**src/rtl/rf_pkg.sv**
```systemverilog
// Shared definitions for the register-file write path: geometry of the
// 8 x 16 register file and the write-arbiter state encoding.
package rf_pkg;
    localparam int RF_AW    = 3;
    localparam int RF_DW    = 16;
    localparam int RF_NREGS = 8;

    typedef enum logic {
        ST_ARB,
        ST_CLEAR
    } state_t;
endpackage

```
**src/rtl/rf_write_arbiter_if.sv**
```systemverilog
// Requester, clear-control and register-file write-port signals of the
// write arbiter. The master side is the requesters; the slave side is the arbiter.
interface rf_write_arbiter_if
    import rf_pkg::*;
#(
    parameter int NREQ = 2,
    parameter int AW   = RF_AW,
    parameter int DW   = RF_DW
);
    logic [NREQ-1:0]    req_valid;
    logic [NREQ*AW-1:0] req_addr;
    logic [NREQ*DW-1:0] req_data;
    logic [NREQ-1:0]    req_ready;
    logic               clr_start;
    logic               clr_busy;
    logic               wr;
    logic [AW-1:0]      wr_addr;
    logic [DW-1:0]      wr_data;

    modport master (
        output req_valid, req_addr, req_data, clr_start,
        input  req_ready, clr_busy, wr, wr_addr, wr_data
    );

    modport slave (
        input  req_valid, req_addr, req_data, clr_start,
        output req_ready, clr_busy, wr, wr_addr, wr_data
    );
endinterface

```
**src/rtl/rr_pick.sv**
```systemverilog
// Combinational round-robin pick: first valid index at or after ptr,
// wrapping modulo NREQ. Purely combinational so it can be reused by other arbiters.
module rr_pick #(
    parameter int NREQ = 2,
    parameter int PW   = 1
) (
    input  logic [NREQ-1:0] valid,
    input  logic [PW-1:0]   ptr,
    output logic [NREQ-1:0] grant,
    output logic [PW-1:0]   winner,
    output logic            any_valid
);
    always_comb begin
        grant     = '0;
        winner    = '0;
        any_valid = 1'b0;
        // Indices at or above ptr come first; the second pass covers the wrap.
        for (int i = 0; i < NREQ; i++) begin
            if (!any_valid && valid[i] && (PW'(i) >= ptr)) begin
                any_valid = 1'b1;
                winner    = PW'(i);
                grant[i]  = 1'b1;
            end
        end
        for (int i = 0; i < NREQ; i++) begin
            if (!any_valid && valid[i] && (PW'(i) < ptr)) begin
                any_valid = 1'b1;
                winner    = PW'(i);
                grant[i]  = 1'b1;
            end
        end
    end
endmodule

```
**src/rtl/rf_write_arbiter.sv**
```systemverilog
// Owns the register-file write port: round-robin sharing between NREQ
// requesters plus an on-demand sequence that writes zero to every register.
module rf_write_arbiter
    import rf_pkg::*;
#(
    parameter int NREQ  = 2,
    parameter int AW    = RF_AW,
    parameter int DW    = RF_DW,
    parameter int NREGS = RF_NREGS
) (
    input logic               clk,
    input logic               reset,
    rf_write_arbiter_if.slave bus
);
    localparam int PW = (NREQ > 1) ? $clog2(NREQ) : 1;

    state_t          state, state_nx;
    logic [PW-1:0]   rr_ptr, rr_ptr_nx, winner;
    logic [AW-1:0]   clr_cnt, clr_cnt_nx;
    logic [AW-1:0]   wr_addr_q, wr_addr_nx, sel_addr;
    logic [DW-1:0]   wr_data_q, wr_data_nx, sel_data;
    logic            wr_q, wr_nx, any_valid;
    logic [NREQ-1:0] grant;

    rr_pick #(.NREQ(NREQ), .PW(PW)) u_pick (
        .valid     (bus.req_valid),
        .ptr       (rr_ptr),
        .grant     (grant),
        .winner    (winner),
        .any_valid (any_valid)
    );

    always_comb begin
        sel_addr = '0;
        sel_data = '0;
        for (int i = 0; i < NREQ; i++) begin
            if (grant[i]) begin
                sel_addr = bus.req_addr[i*AW +: AW];
                sel_data = bus.req_data[i*DW +: DW];
            end
        end
    end

    always_comb begin
        state_nx   = state;
        rr_ptr_nx  = rr_ptr;
        clr_cnt_nx = clr_cnt;
        wr_nx      = 1'b0;
        wr_addr_nx = wr_addr_q;
        wr_data_nx = wr_data_q;
        case (state)
            ST_ARB: begin
                // A clear request pre-empts any grant in the same cycle.
                if (bus.clr_start) begin
                    state_nx   = ST_CLEAR;
                    clr_cnt_nx = '0;
                end else if (any_valid) begin
                    wr_nx      = 1'b1;
                    wr_addr_nx = sel_addr;
                    wr_data_nx = sel_data;
                    rr_ptr_nx  = (winner == PW'(NREQ - 1)) ? '0 : winner + PW'(1);
                end
            end
            ST_CLEAR: begin
                wr_nx      = 1'b1;
                wr_addr_nx = clr_cnt;
                wr_data_nx = '0;
                clr_cnt_nx = clr_cnt + AW'(1);
                if (clr_cnt == AW'(NREGS - 1)) begin
                    state_nx = ST_ARB;
                end
            end
            default: state_nx = ST_ARB;
        endcase
    end

    always_ff @(posedge clk or negedge reset) begin
        if (!reset) begin
            state     <= ST_ARB;
            rr_ptr    <= '0;
            clr_cnt   <= '0;
            wr_q      <= 1'b0;
            wr_addr_q <= '0;
            wr_data_q <= '0;
        end else begin
            state     <= state_nx;
            rr_ptr    <= rr_ptr_nx;
            clr_cnt   <= clr_cnt_nx;
            wr_q      <= wr_nx;
            wr_addr_q <= wr_addr_nx;
            wr_data_q <= wr_data_nx;
        end
    end

    assign bus.req_ready = ((state == ST_ARB) && !bus.clr_start) ? grant : '0;
    assign bus.clr_busy  = (state == ST_CLEAR);
    assign bus.wr        = wr_q;
    assign bus.wr_addr   = wr_addr_q;
    assign bus.wr_data   = wr_data_q;
endmodule

```
**src/flat_wrapper.sv**
```systemverilog
// flat-port wrapper written by rule: the top's interface ports become plain ports
module rf_write_arbiter_flat import rf_pkg::*;
#(
    parameter int NREQ  = 2,
    parameter int AW    = RF_AW,
    parameter int DW    = RF_DW,
    parameter int NREGS = RF_NREGS
)
  (clk, reset, bus_req_valid, bus_req_addr, bus_req_data, bus_clr_start, bus_req_ready, bus_clr_busy, bus_wr, bus_wr_addr, bus_wr_data);
  rf_write_arbiter_if #(.NREQ(NREQ), .AW(AW), .DW(DW)) bus_i ();
  input logic clk;
  input logic reset;
  input wire logic [$bits(bus_i.req_valid)-1:0] bus_req_valid;
  input wire logic [$bits(bus_i.req_addr)-1:0] bus_req_addr;
  input wire logic [$bits(bus_i.req_data)-1:0] bus_req_data;
  input wire logic [$bits(bus_i.clr_start)-1:0] bus_clr_start;
  output wire logic [$bits(bus_i.req_ready)-1:0] bus_req_ready;
  output wire logic [$bits(bus_i.clr_busy)-1:0] bus_clr_busy;
  output wire logic [$bits(bus_i.wr)-1:0] bus_wr;
  output wire logic [$bits(bus_i.wr_addr)-1:0] bus_wr_addr;
  output wire logic [$bits(bus_i.wr_data)-1:0] bus_wr_data;
  assign bus_i.req_valid = bus_req_valid;
  assign bus_i.req_addr = bus_req_addr;
  assign bus_i.req_data = bus_req_data;
  assign bus_i.clr_start = bus_clr_start;
  assign bus_req_ready = bus_i.req_ready;
  assign bus_clr_busy = bus_i.clr_busy;
  assign bus_wr = bus_i.wr;
  assign bus_wr_addr = bus_i.wr_addr;
  assign bus_wr_data = bus_i.wr_data;
  rf_write_arbiter #(.NREQ(NREQ), .AW(AW), .DW(DW), .NREGS(NREGS)) u_core (.clk(clk), .reset(reset), .bus(bus_i));
endmodule
```
**config.mk**
```make
export PLATFORM = sky130hd
export DESIGN_NAME = rf_write_arbiter_flat
export DESIGN_NICKNAME = d
export VERILOG_FILES = /design/src/rtl/rf_pkg.sv /design/src/rtl/rf_write_arbiter_if.sv /design/src/rtl/rr_pick.sv /design/src/rtl/rf_write_arbiter.sv /design/src/flat_wrapper.sv
export SDC_FILE = /design/constraint.sdc
export NUM_CORES = 1
export LEC_CHECK = 0
export CAP_MARGIN = 20
export CORE_MARGIN = 10
export CORE_UTILIZATION = 40
export DETAILED_ROUTE_END_ITERATION = 8
export PLACE_DENSITY = 0.83
export RECOVER_POWER = 25
export SLEW_MARGIN = 10
export SYNTH_ARGS = -nofsm -noshare
export SYNTH_HDL_FRONTEND = slang
export SYNTH_SLANG_ARGS = --single-unit
```
**constraint.sdc**
```tcl
create_clock -name clk -period 3.1 [get_ports clk]
set_clock_uncertainty 0.05 [all_clocks]
set_input_delay 0.465 -clock clk [delete_from_list [all_inputs] [get_ports clk]]
set_output_delay 0.465 -clock clk [all_outputs]
set_load 0.005 [all_outputs]
```
==> run_results.csv <==
group,metric,value,unit
run_status,status,"finished, final reports clean",
run,maxCapViolCount,0,
drt,finalWirelength,3.735,mm
global_route,antenna_found_initial,0,
sta,drv_slew,0,
layout,synthToLayoutAreaGrowth,58.63,%
sta,worst_pin_slew,1.304,ns
setup_path,endpoint,"bus_req_ready[1]",
setup_path,required,2.58,ns
clocking,cts_setup_buffers,0,
sta,slew_headroom,13.05,%
clocking,path_clk_slew,0.13,ns
sta,min_period_over_period,80.74,%
layout,seqCellArea,625.6,µm²
sta,hold_viol,0,
clocking,holdBufCountCts,0,
logic_synthesis,avgSynthCellArea,12.03,µm²
setup_path,r2r_start,"u_core.bus.clr_busy$_DFF_PN0_",
power_and_ir_drop,p_seq_share,47.1,%
global_route,grt.overflow.total,0,
floorplan,die_w,74.02,µm
placed_design,pre_cts_slack,0.5939,ns
drt,vias,1050,
setup_path,path_cells,"clkdlybuf4s50_1, and3_4, clkdlybuf4s50_1",
layout,multi_input_area,488.0,µm²
drt,drc,0,
logic_synthesis,yosysSeqAreaShare,53.59,%
layout,nets,207,
floorplan,start_util,41.97,%
clocking,cts_tree,"done",
floorplan,rows,19,
setup_path,worst_r2r_endpoint,"u_core.bus.wr_data[8]$_DFFE_PN0P_",
sta,fin_crit,2.503,ns
clocking,cts_buffer_depth,2,
logic_synthesis,synthTopCellsByCount,"dfrtp_1, a221o_1, and3_1, clkbuf_1, nand2_1",
layout,antenna_cells,0,
setup_path,crit_fanout,18,
logic_synthesis,netlist.area_leader.share,53.59,%
setup_path,crit_type,"in -> out",
setup_path,critPathLaunch,"bus_req_valid[1]",
power_and_ir_drop,p_comb_share,38.4,%
logic_synthesis,synth_cell_types,25,
logic_synthesis,synth_nets,142,
placed_design,gp_congestion,0.7587,
power_and_ir_drop,internal_power,698.8,µW
global_route,grt_pass1_wl,6.023,mm
clocking,clock_latency,0.32,ns
power_and_ir_drop,switchingPower,306.1,µW
floorplan,dieArea,0.005479,mm²
drt,via_per_inst,5.469,
global_route,grt_start_max_net_pins,26,
sta,fmax,399.5,MHz
power_and_ir_drop,p_clk_share,14.5,%
clocking,cts-buffers-inserted,3,
drt,ant_nets,0,
setup_path,cp.arrival,1.99,ns
logic_synthesis,synth_area_leaders,"dfrtp_1, a221o_1, and3_1",
layout,num-fill-cells,233,
setup_path,path_common_cell,"clkdlybuf4s50_1",
placed_design,numPortBuffers,65,
floorplan,dieHeight,74.02,µm
setup_path,cp_slowest_stage_delay,0.60,ns
drt,wl_per_cell,19.45,µm
global_route,grt_pass1_vias,1215,
power_and_ir_drop,swShare,30.46,%
global_route,grt_usage,13.90,%
setup_path,reg2reg_depth,4,
floorplan,boundaryPins,66,
clocking,cts_max_level,1,
sta,rsz0062_at_grt,"false",
logic_synthesis,ys_warn_count,0,
sta,finalSetupTns,0,ns
logic_synthesis,synth_most_common_cell,"dfrtp_1",
clocking,cts_resized,0,
power_and_ir_drop,p_leak,0.0008414,µW
sta,setup_violations,0,
setup_path,slowest_stage,"clkdlybuf4s50_1",
setup_path,worstSetupStartpointType,"input port",
logic_synthesis,synth_cells,97,
logic_synthesis,synthArstFlopShare,100.0,%
sta,fin_ws,0.5970,ns
drt,first_iter_violations,76,
placed_design,dpl.hpwl,2.948,mm
power_and_ir_drop,power_density,542.6,mW/mm²
setup_path,r2r_setup_slack,1.56,ns
worst_hold_path,hp-class,"reg -> reg",
logic_synthesis,ys_seq_elements,25,
drt,drt_pass1_iterations,4,
logic_synthesis,synth-edff-count,0,
floorplan,core,0.002781,mm²
setup_path,end_kind,"output pin",
clocking,clock-sinks,25,
logic_synthesis,synth_top_flop_cell,"dfrtp_1",
layout,drive_gt1_share,7.453,%
logic_synthesis,netlist_area,0.001167,mm²
logic_synthesis,synth_top_cell_by_area,"dfrtp_1",
clocking,root_buffer,"clkbuf_4",
power_and_ir_drop,max-vdd-ir-drop,0.0004422,V
-- cells in the final DEF (no fill, tap or decap), drive strengths merged --
cell type       n
o21a            1
and2            1
a22o            2
nand2           5
buf             2
a221o          16
clkdlybuf4s50  64
o31ai           3
inv             1
dfrtp          25
ha              2
o21ba           2
and3           17
nand3           3
a31oi           3
nor2            2
a21boi          1
dlygate4sd3     1
a21oi           1
nand2b          4
clkbuf          5
-- critical path: cells and delay by family --
kind	cells	cell delay (ns)
AND/OR/NAND/NOR	1	0.36
buffers and inverters	2	1.15
-- metrics by stage --
step	cells	hold slack, ns	power (µW)	instance area, µm²	util, %
after floorplan	97	0.1194	637.5	1167	-
after global placement	188	0.4430	852.5	1829	65.77
after detailed placement	188	0.4533	871.9	1829	65.77
after CTS	192	0.4425	1020	1856	66.71
after global routing	192	0.5038	1077	1852	66.58
final	192	0.4772	1005	1852	66.58
-- flip-flops by register name, indices dropped and copies added, names as in the netlist --
signal,cells
u_core.clr_cnt,3
u_core.bus.clr_busy,1
u_core.bus.wr,1
u_core.rr_ptr,1
u_core.bus.wr_addr,3
u_core.bus.wr_data,16
-- power groups by stage --
stage               registers, µW  clock network (µW)  logic (µW)
floorplan                     462                   0         176
global placement              475                   0         378
detailed placement            477                   0         395
CTS                           474                 151         396
global route                  487                 162         428
finish                        473                 146         386
-- metal layers --
layer | global-route usage [%] | up-vias | wire [µm]
met4 | 4.141 | 0 | 63
met3 | 4.920 | 6 | 320
li1 | - | 505 | -
met5 | 0 | - | 0
met2 | 23.58 | 43 | 1853
met1 | 16.05 | 496 | 1497
-- worst min path at each step --
stage                                       start  depth (start not counted)                                  to  slack, ns
3_5_place_dp   u_core.bus.wr_data[15]$_DFFE_PN0P_                          1  u_core.bus.wr_data[15]$_DFFE_PN0P_       0.45
6_report       u_core.bus.wr_data[11]$_DFFE_PN0P_                          1  u_core.bus.wr_data[11]$_DFFE_PN0P_       0.48
3_3_place_gp        u_core.clr_cnt[0]$_DFFE_PN0P_                          2       u_core.clr_cnt[0]$_DFFE_PN0P_       0.44
4_1_cts                                     reset                          2   u_core.bus.wr_addr[1]$_DFFE_PN0P_       0.44
2_1_floorplan                               reset                          0       u_core.bus.clr_busy$_DFF_PN0_       0.12
5_1_grt         u_core.bus.wr_data[6]$_DFFE_PN0P_                          1   u_core.bus.wr_data[6]$_DFFE_PN0P_       0.50
-- cell type report --
type,instances,share of cell area [%]
Timing Repair Buffer,68,36.15
Inverter,1,0.2027
Clock buffer,4,1.419
Multi-Input combinational cell,63,26.35
Sequential cell,25,33.78
Tap cell,31,2.095
-- cells by family (layout without fill, tap and decap cells) --
| family | count (synthesis) | count (layout) | share of synthesized area [%] |
|---|---|---|---|
| buffers and inverters | 9 | 73 | 4.608 |
| AND/OR/NAND/NOR | 32 | 32 | 17.04 |
| adder cells (fa/ha/maj) | 2 | 2 | 2.143 |
| AO/OA/AOI/OAI | 29 | 29 | 22.61 |
| flip-flops | 25 | 25 | 53.59 |
No activity file was read; power rests on OpenSTA's default activity.
